<file path="src/rtl/mul32_seq.sv">
// Multi-cycle 32x32->64 multiplier built from four passes through one 18x18 signed multiplier.
// Optional macro MUL32_ZERO_SKIP_EN: zero operands bypass the multiplier and complete next cycle.

module mult18x18_1c (
    input  logic        clk,
    input  logic        rst,
    input  logic        en,
    input  logic [17:0] x,
    input  logic [17:0] y,
    output logic [35:0] p
);
    always_ff @(posedge clk or posedge rst) begin
        if (rst) begin
            p <= '0;
        end else if (en) begin
            p <= $signed(x) * $signed(y);
        end
    end
endmodule

module mul32_seq #(
    parameter int MULT_LAT = 1
) (
    input  logic        clk,
    input  logic        rst_n,
    input  logic        in_valid,
    output logic        in_ready,
    input  logic [31:0] a,
    input  logic [31:0] b,
    input  logic        a_signed,
    input  logic        b_signed,
    output logic        out_valid,
    input  logic        out_ready,
    output logic [63:0] result
);
    typedef enum logic [1:0] {IDLE, ISSUE, DRAIN, DONE} state_t;

    state_t        state;
    logic [31:0]   a_q, b_q;
    logic          as_q, bs_q;
    logic [1:0]    idx;
    logic [63:0]   acc;
    // Tags travel alongside the multiplier pipeline so each product meets its shift amount.
    logic [MULT_LAT-1:0] tag_v;
    logic [1:0]          tag_k [MULT_LAT];

    logic [17:0] al, ah, bl, bh, mx, my;
    logic [35:0] prod;
    logic [63:0] sext, term, acc_sum;
    logic        mult_rst;
    logic        tag_hit, tag_last;

    assign mult_rst = ~rst_n;

    mult18x18_1c u_mult (
        .clk (clk),
        .rst (mult_rst),
        .en  (1'b1),
        .x   (mx),
        .y   (my),
        .p   (prod)
    );

    // NOTE: every always_comb output gets a default first so no path can infer a latch.
    always_comb begin
        al = {2'b00, a_q[15:0]};
        ah = {{2{a_q[31] & as_q}}, a_q[31:16]};
        bl = {2'b00, b_q[15:0]};
        bh = {{2{b_q[31] & bs_q}}, b_q[31:16]};
        mx = al;
        my = bl;
        case (idx)
            2'd0: begin mx = al; my = bl; end
            2'd1: begin mx = al; my = bh; end
            2'd2: begin mx = ah; my = bl; end
            2'd3: begin mx = ah; my = bh; end
            default: ;
        endcase
    end

    always_comb begin
        sext = {{28{prod[35]}}, prod};
        term = sext;
        case (tag_k[MULT_LAT-1])
            2'd0:       term = sext;
            2'd1, 2'd2: term = sext << 16;
            2'd3:       term = sext << 32;
            default: ;
        endcase
        acc_sum  = acc + term;
        tag_hit  = tag_v[MULT_LAT-1];
        tag_last = tag_hit && (tag_k[MULT_LAT-1] == 2'd3);
    end

    // NOTE: sequential state uses non-blocking assignments so all registers update from pre-edge values.
    always_ff @(posedge clk or negedge rst_n) begin
        if (!rst_n) begin
            state     <= IDLE;
            in_ready  <= 1'b1;
            out_valid <= 1'b0;
            result    <= '0;
            acc       <= '0;
            idx       <= '0;
            a_q       <= '0;
            b_q       <= '0;
            as_q      <= 1'b0;
            bs_q      <= 1'b0;
            tag_v     <= '0;
            for (int i = 0; i < MULT_LAT; i++) tag_k[i] <= '0;
        end else begin
            tag_v[0] <= (state == ISSUE);
            tag_k[0] <= idx;
            for (int i = 1; i < MULT_LAT; i++) begin
                tag_v[i] <= tag_v[i-1];
                tag_k[i] <= tag_k[i-1];
            end
            if (tag_hit) acc <= acc_sum;

            case (state)
                IDLE: begin
                    if (in_valid && in_ready) begin
                        a_q      <= a;
                        b_q      <= b;
                        as_q     <= a_signed;
                        bs_q     <= b_signed;
                        acc      <= '0;
                        idx      <= '0;
                        in_ready <= 1'b0;
`ifdef MUL32_ZERO_SKIP_EN
                        if (a == '0 || b == '0) begin
                            result    <= '0;
                            out_valid <= 1'b1;
                            state     <= DONE;
                        end else begin
                            state <= ISSUE;
                        end
`else
                        state <= ISSUE;
`endif
                    end
                end
                ISSUE: begin
                    idx <= idx + 2'd1;
                    if (idx == 2'd3) state <= DRAIN;
                end
                DRAIN: begin
                    if (tag_last) begin
                        result    <= acc_sum;
                        out_valid <= 1'b1;
                        state     <= DONE;
                    end
                end
                DONE: begin
                    if (out_ready) begin
                        out_valid <= 1'b0;
                        in_ready  <= 1'b1;
                        state     <= IDLE;
                    end
                end
                default: state <= IDLE;
            endcase
        end
    end
endmodule

</file>
<file path="config.mk">
export PLATFORM = sky130hd
export DESIGN_NAME = mul32_seq
export DESIGN_NICKNAME = d
export VERILOG_FILES = /design/src/rtl/mul32_seq.sv
export SDC_FILE = /design/constraint.sdc
export NUM_CORES = 1
export LEC_CHECK = 0
export BUFFER_PORTS_ARGS = -buffer_cell sky130_fd_sc_hd__buf_2
export CAP_MARGIN = 20
export CORE_MARGIN = 2
export CORE_UTILIZATION = 64
export DETAILED_ROUTE_END_ITERATION = 10
export GPL_TIMING_DRIVEN = 0
export HOLD_SLACK_MARGIN = 0.12
export PLACE_DENSITY = 0.83
export SYNTH_ARGS = -nofsm -noshare
export SYNTH_HDL_FRONTEND = slang
export SYNTH_SLANG_ARGS = --single-unit
export TNS_END_PERCENT = 20
</file>
<file path="constraint.sdc">
create_clock -name clk -period 10.71 [get_ports clk]
set_input_delay 0 -clock clk [delete_from_list [all_inputs] [get_ports clk]]
set_output_delay 0 -clock clk [all_outputs]
set_load 0.005 [all_outputs]
</file>
# After elaboration in Yosys (flattened, before gate mapping)
# Cells that the tools add are included.
[word_totals] register_bits=239 in_bits=70 out_inout_bits=66
[classes] addsub=2 n_mul=1 eq_ne=13 n_mux=19 bitwise=2 n_reduce_logical=19
[op_table] operator="64-bit 2-to-1 mux" count=3
[op_table] operator="64-bit case mux with 3 select lines" count=1
[op_table] operator="18-bit case mux with 2 select lines" count=2
[op_table] operator="64-bit adder" count=1
[op_table] operator="18-bit by 18-bit multiplier with 36-bit output" count=1
[op_table] operator="2-bit equality test, second input constant" count=6
[op_table] operator="2-bit 2-to-1 mux" count=5
[op_table] operator="2-bit OR reduction" count=5
[op_table] operator="2-bit case mux with 4 select lines" count=1
[op_table] operator="2-bit by 1-bit equality test with 1-bit output, second input constant" count=3
[op_table] operator="2-bit zero test" count=3
[op_table] operator="2-bit != test, second input constant" count=3
[op_table] operator="2-bit AND reduction" count=3
[op_table] operator="3-bit AND reduction" count=2
[op_table] operator="2-bit nonzero test" count=3
[op_table] operator="1-bit 2-to-1 mux" count=4
[op_table] operator="1-bit case mux with 2 select lines" count=2
[op_table] operator="2-bit case mux with 2 select lines" count=1
[op_table] operator="4-bit AND reduction" count=1
[op_table] operator="2-bit by 1-bit adder with 2-bit output, second input constant" count=1
[op_table] operator="1-bit bitwise AND" count=2
[op_table] operator="1-bit logical AND" count=2
[op_table] operator="2-bit by 1-bit != test with 1-bit output, second input constant" count=1

# Depth between registers and ports, before layout
# Gate-level depths: netlist of the first run.
[depth] word_depth=7 ltp_mapped=30

# Cells and area by module
# A second synthesis of the first run with hierarchy kept.
[unflattened] cells_unflattened=2983 area_unflattened_um2=26521.7
[by_module_without_submodules] module="mult18x18_1c" n_inst=1 cells_each=1437 area_per_inst_um2=13523.0 seq_area_each_um2=900.9
[by_module_without_submodules] module="mul32_seq" n_inst=1 cells_each=1546 area_per_inst_um2=12998.7 seq_area_each_um2=5081.1

# Worst setup path before layout of the first run
# OpenSTA, ideal clock, no wires.
[synth_timing] kind="reg-to-reg" start="reg idx[0]" end="reg u_mult.p[33]" t_arrival_ns=7.388 slack_ns=3.196 path_stages_with_launch=27 n_path_buf=2 cell_sequence="dfrtp_1 > ha_1 > nor2_1 > clkbuf_1 > clkbuf_1 > mux2_2 > nand2_1 > fa_1 > fa_1 > inv_1 > ha_1 > inv_1 > fa_1 > inv_1 > fa_1 > inv_1 > fa_1 > inv_1 > ha_1 > a21o_1 > nand2b_1 > a21o_1 > a21boi_0 > a41o_1 > a41oi_1 > a21oi_1 > a311o_1"
[synth_between] elab_chain_len=4 elab_cells_between_ends=11
[synth_rtl] element="start: declaration" line_no="41" text="logic [1:0] idx;"
[synth_rtl] element="start signal: assignment" line_no="143" text="idx <= idx + 2'd1;"
[synth_rtl] element="2-bit equality test (tied with other cells)" line_no="72" text="case (idx)"
[synth_rtl] element="2-bit OR reduction (no line)"
[synth_rtl] element="18-bit case mux with 2 select lines" line_no="72"
[synth_rtl] element="18-bit by 18-bit multiplier with 36-bit output (*)" line_no="16" text="p <= $signed(x) * $signed(y);"
[synth_rtl] element="end signal: assignment" line_no="16"
[synth_rtl] element="end: declaration" line_no="10" text="output logic [35:0] p"
# Every way passes the cells marked *; elsewhere a longest branch is shown, timed or not.
# A chain may end at the register's enable or synchronous reset.

# Worst setup path after layout of the first run
# Ends and elaborated chain as after synthesis.

==> impl_metrics.yaml, run 1 <==
synthesis:
  syn-cell-area_mm2: 0.02566
  synth_edf_count: 0
  synth-seq-area-share_pct: 23.31
  syn_nets: 3508
  synth-main-ff-cell: "dfrtp_1"
  syn_inst: 2954
  synthArstFlopShare_pct: 100.0
  ys_types: 77
  synth-seq-cells: 239
  syn_area_per_cell_um2: 8.688
  ys.warnings.count: 0
detailed_routing:
  wl_per_cell_um: 23.35
  routed_wl_um: 87550
  route.detailed.drc: 0
  drt_pass1_iterations: 8
  antenna_left: 0
  drt_iter0_drc: 1987
  vias_per_cell: 6.146
  num_vias: 23040
power_and_ir_drop:
  vdd_drop_max_uv: 125.5
  leakagePower_nw: 14.97
  powerDensity_mw_per_mm2: 70.72
hold_path:
  hold_start: "b[28]"
  hold_end: "b_q[28]"
  hold_path.class: "in2reg"
  hold_depth: 4
run_status:
  status: "finished clean"
placed_design:
  io_buffers: 135
  place_congestion: 0.9826
  dp_slack_ns: 0.9298
  hpwl_um: 67380
floorplan:
  core_mm2: 0.03964
  fp.dieArea_mm2: 0.04172
  start_util_pct: 64.74
  die_w_um: 204.3
  rows: 73
  ios: 136
  die_y_um: 204.3
worst_setup_path:
  cp_max_fo: 10
  worst_r2r_path_depth: 26
  cp-end-kind: "register"
  crit_type: "reg2reg"
  r2r_start: "idx[0]"
  cp_slowest_stage_delay_ns: 1.05
  reg2reg_setup_slack_ns: 0.57
  critPathLaunchType: "register"
  timing.rr.end: "u_mult.p[33]"
  critPathTopFamily: "adder cells"
  critical_path_buf_inv_count: 6
  cpMostUsedCell: "fa_1"
  cp.required_ns: 11.17
  slowest_stage: "mux2i_1"
  arrival_ns: 10.60
timing:
  fin_crit_ns: 10.14
  final_hold_viol_count: 0
  finalSetupViolCount: 0
  tns_ns: 0
  period_share_pct: 94.68
  timing.final.ws_setup_ns: 0.5701
  worst_slew_pin_slew_ns: 1.213
  finalClockSkew_ns: 0.02268
  rsz0062_at_grt: "no"
  slew_headroom_pct: 16.80
  report.final.slew_viol_count: 0
  max_freq_ghz: 0.09862
clock_tree:
  cts_root_buf: "clkbuf_16"
  cts_inserted_buffers: 28
  cts.sinks: 239
  cts_repair_resize_count: 0
  clk-insertion-delay-late_ns: 0.59
  h-tree-depth: 1
  clock_path_buffers: 3
  path_clk_slew_ns: 0.06
  cts_tree: "yes"
run:
  maxCapViolCount: 0
cells_and_area:
  syn_to_final_growth_pct: 12.42
  fin_nets: 3756
  drive_gt1_share_pct: 7.821
grt:
  grt_pass1_vias: 23990
  grt_pass1_wl_um: 134400
  grt_max_degree: 124
  antenna_found_initial: 1
  gr-usage-all-layers_pct: 42.81
  grt-ovfl-total: 0
-- metrics by stage --
step / instances / util [%] / hold slack [ns] / power, mW / area (µm²)
after detailed placement: 3619 / 68.28 / 0.1392 / 0.9529 / 27060
after floorplan: 2954 / - / -0.2956 / 0.9201 / 25660
after CTS: 3741 / 72.66 / 0.1207 / 2.047 / 28800
final: 3749 / 72.79 / 0.1424 / 2.040 / 28850
after global routing: 3748 / 72.78 / 0.1613 / 2.082 / 28850
after global placement: 3614 / 68.10 / 0.1905 / 0.9502 / 27000
-- synth_stat cells, types with 20 or more instances --
cell / number / area share [%]
a21o_1: 50 / 1.5
a21oi_1: 120 / 2.3
and2_1: 23 / 0.56
and3_1: 20 / 0.49
clkbuf_1: 111 / 1.6
dfrtp_1: 238 / 23
fa_1: 320 / 25
ha_1: 164 / 8.0
inv_1: 423 / 6.2
mux2_2: 29 / 1.3
mux2i_1: 65 / 2.5
nand2_1: 556 / 8.1
nand3_1: 51 / 0.99
nand4_1: 28 / 0.68
nor2_1: 275 / 4.0
nor3_1: 30 / 0.59
o211ai_1: 21 / 0.61
o21ai_0: 94 / 1.8
xnor2_1: 50 / 1.7
xor2_1: 27 / 0.92
-- worst min-delay path, cell delays in order --
cell and delay (ns):
dlygate4sd3_1 0.51, buf_2 0.10, nand2_1 0.04, nand2_1 0.05
-- routing by layer --
layer | vias up | wire length [µm] | global-route usage (%)
met3 | 399 | 7664 | 8.147
li1 | 10040 | - | -
met5 | - | 0 | 0
met4 | 0 | 6837 | 29.24
met1 | 11290 | 31330 | 49.96
met2 | 1317 | 41720 | 71.76
-- what timing repair did --
item / CTS / global route
hold endpoints to repair: 189 / 0
buffers inserted: 0 / 0
hold buffers: 72 / 0
-- flip-flops by register name (all words and copies together), names as in the netlist, 2 cells and up --
register,flops
state,2
u_mult.p,36
tag_k,2
b_q,32
result,64
acc,64
idx,2
a_q,32
-- worst max path at each step --
stage | startpoint | endpoint | slack (ns) | cells past startpoint
after floorplan | idx[0] | u_mult.p[33] | 3.20 | 26
after global placement | idx[0] | u_mult.p[33] | 1.06 | 26
after detailed placement | idx[0] | u_mult.p[33] | 0.93 | 26
after CTS | idx[0] | u_mult.p[33] | 0.89 | 26
after global routing | idx[0] | u_mult.p[33] | 0.23 | 26
final | idx[0] | u_mult.p[33] | 0.57 | 26
-- power by group --
| group | internal (mW) | total (mW) | switching (mW) | leakage (nW) |
|---|---|---|---|---|
| logic | 0.0277 | 0.0562 | 0.0285 | 11.4 |
| registers | 0.903 | 0.903 | 0 | 3.11 |
| clock network | 0.659 | 1.08 | 0.423 | 0.499 |
-- cells in the final DEF (no fill, tap or decap), types with 8 or more instances in the layout --
master | netlist | layout
nor2_1 | 275 | 275
o211ai_1 | 21 | 21
dfrtp_1 | 238 | 238
xor2_1 | 27 | 27
clkbuf_1 | 111 | 116
o21ai_0 | 94 | 94
nand2b_1 | 11 | 11
clkbuf_16 | 0 | 28
a211oi_1 | 18 | 18
o21a_1 | 16 | 16
a21boi_0 | 8 | 8
and3_1 | 20 | 20
inv_1 | 423 | 423
ha_1 | 164 | 164
buf_4 | 4 | 14
mux2i_1 | 65 | 65
o21bai_1 | 19 | 19
xnor2_1 | 50 | 50
a221oi_1 | 18 | 18
buf_2 | 5 | 139
nor3_1 | 30 | 30
a31oi_1 | 15 | 15
dlygate4sd3_1 | 0 | 72
nand3_1 | 51 | 51
nand4_1 | 28 | 28
or4_1 | 8 | 8
a21oi_1 | 120 | 120
a22o_1 | 17 | 17
nand2_1 | 556 | 556
fa_1 | 320 | 320
and2_1 | 23 | 23
mux2_2 | 29 | 29
nor2b_1 | 11 | 11
a21o_1 | 50 | 50
nor4_1 | 9 | 9
-- cell families (layout without fill, tap and decap cells) --
family          Yosys count  count (layout)  synth area share [%]
simple gates           1052            1052                 17.38
mux                      94              94                 3.807
flops                   239             239                 23.31
buf+inv                 554             822                 8.259
other cells               0               2                     0
compound gates          454             454                 11.66
fa+ha+maj               484             484                 32.96
xor+xnor                 77              77                 2.628
-- final cells by class --
| cell class | instances | area (µm²) |
|---|---|---|
| antenna | 2 | 5.005 |
| buffer | 130 | 528.0 |
| clock buffer | 38 | 788.3 |
| clock inverter | 12 | 229.0 |
| fill | 2975 | 10790 |
| inverter | 424 | 1592 |
| multi-input combinational | 2161 | 17560 |
| sequential | 239 | 5982 |
| tap | 525 | 656.9 |
| timing repair buffer | 218 | 1509 |
Note: power is estimated with default switching activity, not from simulation.
==> run 2: changes to the inputs <==
CELL_PAD_IN_SITES_DETAIL_PLACEMENT = 1   (was not set)
CELL_PAD_IN_SITES_GLOBAL_PLACEMENT = 2   (was not set)
CORE_ASPECT_RATIO = 2   (was not set)
CORE_UTILIZATION = 40   (was 64)
PLACE_DENSITY = not set   (was 0.83)
PLACE_DENSITY_LB_ADDON = 0.1   (was not set)
==> run 2 against run 1 <==
  * Global-route usage fell by 11 points
  * Clock power shrank 14%
  * Sequential cell count did not move
  * Combinational power grew 15%
  * First-iteration DRC count shrank 62%
  * Clock skew down 0.011 ns
  * Critical path type unchanged
  * Critical endpoint unchanged
==> impl_metrics.yaml, run 2 (synthesis gave the netlist of run 1 again) <==
run_status:
  status: "finished clean"
clock_tree:
  post-cts-setup-buffer-count: 0
  h-tree-depth: 1
  cts_repair_resize_count: 0
  cts.sinks: 239
  cts_root_buf: "clkbuf_16"
  cts-hold-fix-buffers: 101
  path_clk_slew_ns: 0.07
  cts_tree: "yes"
  clk-insertion-delay-late_ns: 0.59
  clock_path_buffers: 3
  cts_inserted_buffers: 26
timing:
  final_hold_viol_count: 0
  worst_slew_pin_slew_ns: 1.253
  fin_crit_ns: 10.07
  holdWs_ns: 0.1421
  finalSetupViolCount: 0
  tns_ns: 0
  slew_headroom_pct: 14.05
  timing.final.ws_setup_ns: 0.6420
  period_share_pct: 94.01
  report.final.slew_viol_count: 0
  rsz0062_at_grt: "no"
  finalClockSkew_ns: 0.01196
  max_freq_ghz: 0.09932
placed_design:
  place_area_mm2: 0.02758
  dp_slack_ns: 0.5751
  hpwl_um: 86140
  place_congestion: 1.039
  dp_cells: 3908
  io_buffers: 135
worst_setup_path:
  critPathLaunchType: "register"
  cp-end-kind: "register"
  r2r_start: "idx[0]"
  cp.required_ns: 11.18
  cp_max_fo: 10
  startpoint: "idx[0]"
  crit_type: "reg2reg"
  arrival_ns: 10.54
hold_path:
  hold_start: "b[6]"
  hold_path.class: "in2reg"
detailed_routing:
  wl_met2_um: 58220
  drt_iter0_drc: 758
  routed_wl_um: 101600
  drt_pass1_iterations: 5
  num_vias: 22060
  route.detailed.drc: 0
  vias_per_cell: 5.438
  antenna_left: 0
  routed.top_layer: "met4"
  wl_per_cell_um: 25.04
  wl_met1_um: 32170
  dr_wl_met3_um: 2235
cells_and_area:
  num-fill-cells: 7600
  mostFrequentLayoutCell: "nand2_1"
  fin_nets: 3793
  drive_gt1_share_pct: 7.950
  reg_top3: "acc (64), result (64), u_mult.p (36)"
  utilization_pct: 46.29
  layout_common_cells: "nand2_1, inv_1, fa_1"
  multi_input_area_mm2: 0.01757
  stdcell_count: 4056
  antennaDiodeCount: 0
  stdcell_area_mm2: 0.02944
  syn_to_final_growth_pct: 14.70
  seqCellArea_mm2: 0.005982
floorplan:
  core_mm2: 0.06360
  die_w_um: 183.1
  rows: 131
  ios: 136
  fp.dieArea_mm2: 0.06633
  start_util_pct: 40.36
  die_y_um: 362.2
run:
  maxCapViolCount: 0
grt:
  antenna_found_initial: 0
  grt_pass1_wl_um: 154700
  grt_pass1_vias: 25700
  gr-usage-all-layers_pct: 31.53
  grt-ovfl-total: 0
  grt_max_degree: 99
power_and_ir_drop:
  p_sw_share_pct: 23.70
  seqPwrFrac_pct: 47.6
  vdd_drop_max_uv: 123.9
  powerDensity_mw_per_mm2: 64.39
  total_power_mw: 1.895
  p_switching_mw: 0.4493
  p_comb_share_pct: 3.4
  leakagePower_nw: 15.04
  intPower_mw: 1.446
  clkPwrFrac_pct: 49.0
-- run 2: changes by cell type in the layout (fill, tap and decap cells not counted), sizes merged --
cell,previous run,this run
buf,163,174
bufinv,6,1
clkbuf,151,152
clkinv,6,5
clkinvlp,0,2
diode,2,0
dlygate4sd3,72,100
-- run 2: path summary, 6_finish.rpt --
check	to	slack (ns)	cells past startpoint
max in group asynchronous	a_q[13]	9.61	4
min in group asynchronous	result[59]	0.56	4
min reg2reg	result[42]	0.47	2
min	b_q[6]	0.14	4
max	u_mult.p[33]	0.64	27
max reg2reg	u_mult.p[33]	0.64	27
-- run 2: cell type report --
type / count / area share [%]
timing repair buffer: 257 / 6.584
buffer: 130 / 1.794
inverter: 424 / 5.407
clock buffer: 39 / 2.550
tap: 798 / 3.392
sequential: 239 / 20.32
clock inverter: 8 / 0.2508
multi-input combinational: 2161 / 59.70
-- run 2: worst max-delay path, cell delays in order, from the launching register on --
cell and delay, ns:
dfrtp_1 0.51, inv_1 0.10, ha_1 0.21, nor2_1 0.65
clkbuf_1 0.73, mux2i_1 0.61, clkbuf_1 0.64, nor2_1 0.17
fa_1 0.59, fa_1 0.43, ha_1 0.29, inv_1 0.05
fa_1 0.50, inv_1 0.06, fa_1 0.53, inv_1 0.05
fa_1 0.47, inv_1 0.04, ha_1 0.36, nand3_1 0.17
nor3_1 0.42, o311ai_0 0.41, a21boi_1 0.52, a41o_1 0.37
a41oi_1 0.29, a21oi_1 0.34, nor4_1 0.08, a311o_1 0.32
-- run 2: power groups by stage --
stage,registers (mW),clock network [mW],logic (mW)
3_5_place_dp,0.919,0,0.0356
5_1_grt,0.902,0.976,0.0716
3_3_place_gp,0.920,0,0.0313
4_1_cts,0.902,0.955,0.0643
6_report,0.903,0.928,0.0648
2_1_floorplan,0.920,0,0.000341
-- run 2: routing by layer --
layer  track usage (%)  vias up
li1                  -    10090
met1             27.78    11240
met2             64.56      475
met3             2.540      252
met4             22.68        0
met5                 0        -
